**src/rtl/ps2_pkg.sv**
```systemverilog
// Shared types and constants for the PS/2 keyboard subsystem.
// Used by the host transmitter and the scan-code receive path.
package ps2_pkg;

    typedef enum logic [2:0] {
        IDLE,
        INHIBIT,
        RTS,
        SEND,
        ACK_SAMPLE,
        WAIT_IDLE,
        ERROR
    } ps2_state_t;

    localparam logic [1:0] ERR_NONE       = 2'b00;
    localparam logic [1:0] ERR_FIRST_EDGE = 2'b01;
    localparam logic [1:0] ERR_PACKET     = 2'b10;
    localparam logic [1:0] ERR_NO_ACK     = 2'b11;

    localparam logic [7:0] CMD_SET_LEDS = 8'hED;
    localparam logic [7:0] CMD_RESET    = 8'hFF;
    localparam logic [7:0] CMD_ENABLE   = 8'hF4;
    localparam logic [7:0] RESP_ACK     = 8'hFA;
    localparam logic [7:0] RESP_RESEND  = 8'hFE;

    // Frame index of the stop bit: data 0-7, parity 8, stop 9.
    localparam logic [3:0] STOP_IDX = 4'd9;

    // PS/2 uses odd parity over the eight data bits.
    function automatic logic odd_parity(input logic [7:0] b);
        return ~^b;
    endfunction

endpackage

```
**src/rtl/ps2_sync_edge.sv**
```systemverilog
// Two-flop synchronizer for a raw PS/2 pad plus falling-edge detect.
// Idle-high reset so that leaving reset never looks like an edge.
module ps2_sync_edge (
    input  logic clock,
    input  logic reset,
    input  logic din,
    output logic level,
    output logic fe
);

    logic meta;
    logic sync;
    logic prev;

    // Metastability stages followed by one history flop.
    always_ff @(posedge clock or posedge reset) begin
        if (reset) begin
            meta <= 1'b1;
            sync <= 1'b1;
            prev <= 1'b1;
        end else begin
            meta <= din;
            sync <= meta;
            prev <= sync;
        end
    end

    assign level = sync;
    assign fe    = prev & ~sync;

endmodule

```
**src/rtl/ps2_host_tx.sv**
```systemverilog
// Host-to-device PS/2 command transmitter (inhibit, RTS, 11-bit frame).
// Drive-low outputs feed the open-drain pads at the top level.
module ps2_host_tx
    import ps2_pkg::*;
#(
    parameter int INHIBIT_CYCLES     = 6000,
    parameter int FIRST_EDGE_TIMEOUT = 750000,
    parameter int PACKET_TIMEOUT     = 100000
) (
    input  logic       clock,
    input  logic       reset,
    input  logic [7:0] cmd_byte,
    input  logic       cmd_valid,
    output logic       cmd_ready,
    input  logic       ps2_clk_i,
    input  logic       ps2_dat_i,
    output logic       ps2_clk_low,
    output logic       ps2_dat_low,
    output logic       busy,
    output logic       done,
    output logic       error,
    output logic [1:0] err_code
);

    localparam int CNT_MAX = (INHIBIT_CYCLES > FIRST_EDGE_TIMEOUT) ?
                             INHIBIT_CYCLES : FIRST_EDGE_TIMEOUT;
    localparam int CW = $clog2(CNT_MAX + 1);
    localparam int PW = $clog2(PACKET_TIMEOUT + 1);

    localparam logic [CW-1:0] INH_LAST = CW'(INHIBIT_CYCLES);
    localparam logic [CW-1:0] FE_LAST  = CW'(FIRST_EDGE_TIMEOUT);
    localparam logic [PW-1:0] PKT_LAST = PW'(PACKET_TIMEOUT);

    ps2_state_t    state;
    ps2_state_t    state_n;
    logic [CW-1:0] cnt;
    logic [PW-1:0] pkt_cnt;
    logic [3:0]    bit_idx;
    logic [9:0]    frame;
    logic [1:0]    err_q;
    logic [1:0]    err_n;
    logic          accept;
    logic          in_packet;
    logic          pkt_expired;

    logic clk_s;
    logic clk_fe;
    logic dat_s;
    logic dat_fe_unused;

    ps2_sync_edge u_clk_sync (
        .clock (clock),
        .reset (reset),
        .din   (ps2_clk_i),
        .level (clk_s),
        .fe    (clk_fe)
    );

    ps2_sync_edge u_dat_sync (
        .clock (clock),
        .reset (reset),
        .din   (ps2_dat_i),
        .level (dat_s),
        .fe    (dat_fe_unused)
    );

    assign accept      = (state == IDLE) && cmd_valid;
    assign in_packet   = (state == SEND) || (state == ACK_SAMPLE) ||
                         (state == WAIT_IDLE);
    assign pkt_expired = (pkt_cnt == PKT_LAST);
    assign err_code    = err_q;

    // State register; reset drops back to IDLE and releases both lines.
    always_ff @(posedge clock or posedge reset) begin
        if (reset) begin
            state <= IDLE;
        end else begin
            state <= state_n;
        end
    end

    // Next state and line drive; busy is low in the done/error cycle.
    always_comb begin
        state_n     = state;
        err_n       = ERR_NONE;
        cmd_ready   = 1'b0;
        busy        = 1'b0;
        done        = 1'b0;
        error       = 1'b0;
        ps2_clk_low = 1'b0;
        ps2_dat_low = 1'b0;
        unique case (state)
            IDLE: begin
                cmd_ready = 1'b1;
                if (cmd_valid) begin
                    state_n = INHIBIT;
                end
            end
            INHIBIT: begin
                busy        = 1'b1;
                ps2_clk_low = 1'b1;
                if (cnt == INH_LAST) begin
                    ps2_dat_low = 1'b1;
                    state_n     = RTS;
                end
            end
            RTS: begin
                busy        = 1'b1;
                ps2_dat_low = 1'b1;
                if (clk_fe) begin
                    state_n = SEND;
                end else if (cnt == FE_LAST) begin
                    state_n = ERROR;
                    err_n   = ERR_FIRST_EDGE;
                end
            end
            SEND: begin
                busy        = 1'b1;
                ps2_dat_low = ~frame[bit_idx];
                if (pkt_expired) begin
                    state_n = ERROR;
                    err_n   = ERR_PACKET;
                end else if (clk_fe && bit_idx == STOP_IDX) begin
                    state_n = ACK_SAMPLE;
                end
            end
            ACK_SAMPLE: begin
                busy = 1'b1;
                if (pkt_expired) begin
                    state_n = ERROR;
                    err_n   = ERR_PACKET;
                end else if (dat_s) begin
                    state_n = ERROR;
                    err_n   = ERR_NO_ACK;
                end else begin
                    state_n = WAIT_IDLE;
                end
            end
            WAIT_IDLE: begin
                if (pkt_expired) begin
                    busy    = 1'b1;
                    state_n = ERROR;
                    err_n   = ERR_PACKET;
                end else if (clk_s && dat_s) begin
                    done    = 1'b1;
                    state_n = IDLE;
                end else begin
                    busy = 1'b1;
                end
            end
            ERROR: begin
                error   = 1'b1;
                state_n = IDLE;
            end
            default: begin
                state_n = IDLE;
            end
        endcase
    end

    // Error code clears on accept and is captured on entry to ERROR.
    always_ff @(posedge clock or posedge reset) begin
        if (reset) begin
            err_q <= ERR_NONE;
        end else if (accept) begin
            err_q <= ERR_NONE;
        end else if (state_n == ERROR && state != ERROR) begin
            err_q <= err_n;
        end
    end

    // Shared phase counter for inhibit length and first-edge wait.
    always_ff @(posedge clock or posedge reset) begin
        if (reset) begin
            cnt <= '0;
        end else if (state != state_n) begin
            cnt <= '0;
        end else if ((state == INHIBIT && cnt != INH_LAST) ||
                     (state == RTS && cnt != FE_LAST)) begin
            cnt <= cnt + 1'b1;
        end
    end

    // Packet timer runs from the first device edge until the end.
    always_ff @(posedge clock or posedge reset) begin
        if (reset) begin
            pkt_cnt <= '0;
        end else if (state == RTS) begin
            pkt_cnt <= '0;
        end else if (in_packet && !pkt_expired) begin
            pkt_cnt <= pkt_cnt + 1'b1;
        end
    end

    // Frame latch and bit pointer advanced by device falling edges.
    always_ff @(posedge clock or posedge reset) begin
        if (reset) begin
            frame   <= '0;
            bit_idx <= '0;
        end else begin
            if (accept) begin
                frame <= {1'b1, odd_parity(cmd_byte), cmd_byte};
            end
            if (state == RTS) begin
                bit_idx <= '0;
            end else if (state == SEND && clk_fe && bit_idx != STOP_IDX) begin
                bit_idx <= bit_idx + 1'b1;
            end
        end
    end

endmodule

```
**config.mk**
```make
export PLATFORM = sky130hd
export DESIGN_NAME = ps2_host_tx
export DESIGN_NICKNAME = d
export VERILOG_FILES = /design/src/rtl/ps2_pkg.sv /design/src/rtl/ps2_sync_edge.sv /design/src/rtl/ps2_host_tx.sv
export SDC_FILE = /design/constraint.sdc
export NUM_CORES = 1
export LEC_CHECK = 0
export CAP_MARGIN = 20
export CORE_MARGIN = 1.5
export CORE_UTILIZATION = 35
export CTS_CLUSTER_DIAMETER = 60
export DETAILED_ROUTE_END_ITERATION = 10
export PLACE_DENSITY = 0.61
export SYNTH_ARGS = -nofsm -noshare
export SYNTH_HDL_FRONTEND = slang
export SYNTH_HIERARCHICAL = 1
export SYNTH_SLANG_ARGS = --single-unit
export TNS_END_PERCENT = 30
```
**constraint.sdc**
```tcl
create_clock -name clock -period 2.9 [get_ports clock]
set_clock_uncertainty 0.2 [all_clocks]
set_input_delay 0.87 -clock clock [delete_from_list [all_inputs] [get_ports clock]]
set_output_delay 0.87 -clock clock [all_outputs]
set_load 0.02 [all_outputs]
```
==> metrics.md <==
| Metric | Value |
|---|---|
| Status | finished with violations |
| Failing checks | negative setup slack |
| N_diodes | 0 |
| Starting DRT DRC Count | 73 |
| WP data arrival | 1.85 ns |
| Site Rows | 35 |
| Die height | between 100 and 150 um |
| DP Cell Count | between 500 and 600 |
| Maximum root-to-sink buffer count | 2 |
| Most frequent cells in the layout | 58 x buf_4, 56 x dfrtp_1, 44 x nor2_1 |
| CTS H-Tree Depth | 3 |
| Reg2reg end | err_code[0]$_DFFE_PP0P_ |
| WP data required | about 1.8 ns |
| Setup violations, final | 1 |
| Worst vdd ir | 0.2069 mV |
| Sequential power share | slightly above 50% |
| Cell internal pwr | between 1 and 1.5 mW |
| Layout area overhead | 30.19% |
| Port Buffer Count | 20 |
| Fin Hold WS | 0.1676 ns |
| Pin count of the biggest net entering global routing | between 40 and 50 |
| DRT Wirelength | 7801 um |
| GRT overflow | 0 |
| Fmax | around 340 MHz |
| Post-DR vias/cell | around 5.0 |
| Worst R2R Path Depth | 7 |
| Avg Cell Area, Syn | about 9.9 um^2 |
| Cell Area, Synth | roughly 3400 um^2 |
| Number of global-route vias before repair | between 2k and 3k |
| P_sw | around 0.38 mW |
| Ports | 21 |
| TritonCTS Buffers | 9 |
| Hold path start | u_dat_sync/meta$_DFF_PP1_ |
| Mapped Cells | 346 |
| DP Wirelength | between 5000 and 6000 um |
| PD cells | roughly 370 nW/um^2 |
| Die area | about 10,000 um^2 |
| Clk_lat worst skew | 0.35 ns |
| Most common cell after layout, fill and taps aside | buf_4 |
| Synth Warn # | 6 |
| Routed length per instance | approximately 14 um |
| Final Hold Viols | 0 |
| Finished Core Util | about 48% |
| GRT Overall Usage | between 10% and 20% |
| First-pass GRT wire length | 13,660 um |
| Syn_nets | roughly 370 |
| Worst-path maximum fanout | 2 |
| CTS Root Buffer Type | clkbuf_8 |
| Combinational share of power | around 3.7% |
| Slew margin rel. | around three fifths |
| CTS sink count | 61 |
| Leakage Power | around 2.0 nW |
| Final instance count without filler cells | between 500 and 600 |
| Period utilization | 100.8% |
| RSZ-0062 raised after global routing | true |
| Clk slew on worst S/H paths | ~0.080 ns |
| Max_cap viols | 0 |
| Clock power frac | approximately 45% |
| Crit path to | ps2_dat_low |
| Post-route ant nets | 0 |
| Setup crit start | cnt[15]$_DFFE_PP0P_ |
| Cell area after layout | 4452 um^2 |
| Starting Density | between 30% and 40% |
| Die W | 101.8 um |
| Antenna violations before repair | 0 |
| Reg-to-reg startpoint | cnt[6]$_DFFE_PP0P_ |
| Core area | about 9400 um^2 |
| Worst setup path class | flip-flop to output pin |
| Share of post-route cells with drive strength above 1 | between 20% and 30% |
| DR pass1 iterations | 4 |
| Hold crit path type | flip-flop to flip-flop |
| Setup TNS | -0.02294 ns |
| Fin. max-slew vios | 0 |
| Pre-CTS worst setup slack | -0.2545 ns |
| CP Launch Type | flip-flop |
| Via Count | between 2k and 3k |
| Element type at the critical path end | output pin |
| # nets final | between 400 and 500 |
| Tmin final | slightly below 3 ns |
| PnR Total Power | about 1.7 mW |
| Setup WS post-layout | -0.02294 ns |
| Final GP Congestion | roughly 0.86 |
| CTS tree | done |
| R2r setup slk | 0.16 ns |
| Slew at the pin with the worst max-slew slack | 0.5573 ns |
| Switching Fraction | a little under a quarter |
| Dpl cell area | around 4200 um^2 |
| DRC Markers | 0 |
cell type report:
cell class,count,area (um^2)
Tap cell,129,161.4
Sequential cell,61,1533
Multi-Input combinational cell,258,1871
Inverter,13,48.80
Fill cell,921,4920
Clock buffer,11,131.4
Timing Repair Buffer,77,645.6
Clock inverter,5,61.31
worst min-delay path by stage:
stage | endpoint | slack [ns] | cells after the start
finish | u_dat_sync/level$_DFF_PP1_ | 0.17 | 0
global placement | u_dat_sync/level$_DFF_PP1_ | 0.15 | 0
global route | u_dat_sync/level$_DFF_PP1_ | 0.18 | 0
detailed placement | u_dat_sync/level$_DFF_PP1_ | 0.15 | 0
floorplan | u_clk_sync/level$_DFF_PP1_ | 0.15 | 0
CTS | u_dat_sync/level$_DFF_PP1_ | 0.17 | 0
registers in the layout, indices dropped and copies added (netlist names):
| signal | cells |
|---|---|
| bit_idx | 4 |
| cnt | 20 |
| err_code | 2 |
| frame | 10 |
| pkt_cnt | 17 |
| state | 3 |
| u_clk_sync/level | 1 |
| u_clk_sync/meta | 1 |
| u_clk_sync/prev | 1 |
| u_dat_sync/level | 1 |
| u_dat_sync/meta | 1 |
power groups by stage:
stage / combinational (mW) / clock [mW] / sequential, mW
after floorplan: 0.0322 / 0 / 0.875
after global placement: 0.0625 / 0 / 0.876
after detailed placement: 0.0637 / 0 / 0.876
after CTS: 0.0644 / 0.773 / 0.860
after global routing: 0.0701 / 0.815 / 0.860
final: 0.0622 / 0.745 / 0.860
metal layers:
| metal | wire (um) | vias up | GRT usage (%) | share of wire [%] |
|---|---|---|---|---|
| met5 | 0 | - | 0 | 0 |
| met4 | 142 | 0 | 7.271 | 1.8 |
| met3 | 234 | 13 | 4.241 | 3.0 |
| met2 | 3883 | 47 | 28.41 | 50 |
| met1 | 3539 | 1333 | 21.32 | 45 |
| li1 | - | 1378 | - | - |
critical path: stages, from the launching register on:
cell,delay (ns)
dfrtp_1,0.38
nor4_1,0.39
nand2_1,0.14
o31a_1,0.35
o31ai_2,0.07
buf_4,0.18
timing repair:
action	CTS	global route
endpoints found under the setup margin	5	4
hold buffers	0	0
resized for setup	25	6
pin swaps	1	0
buffers inserted	0	0
No activity file was read; power rests on OpenSTA's default activity.
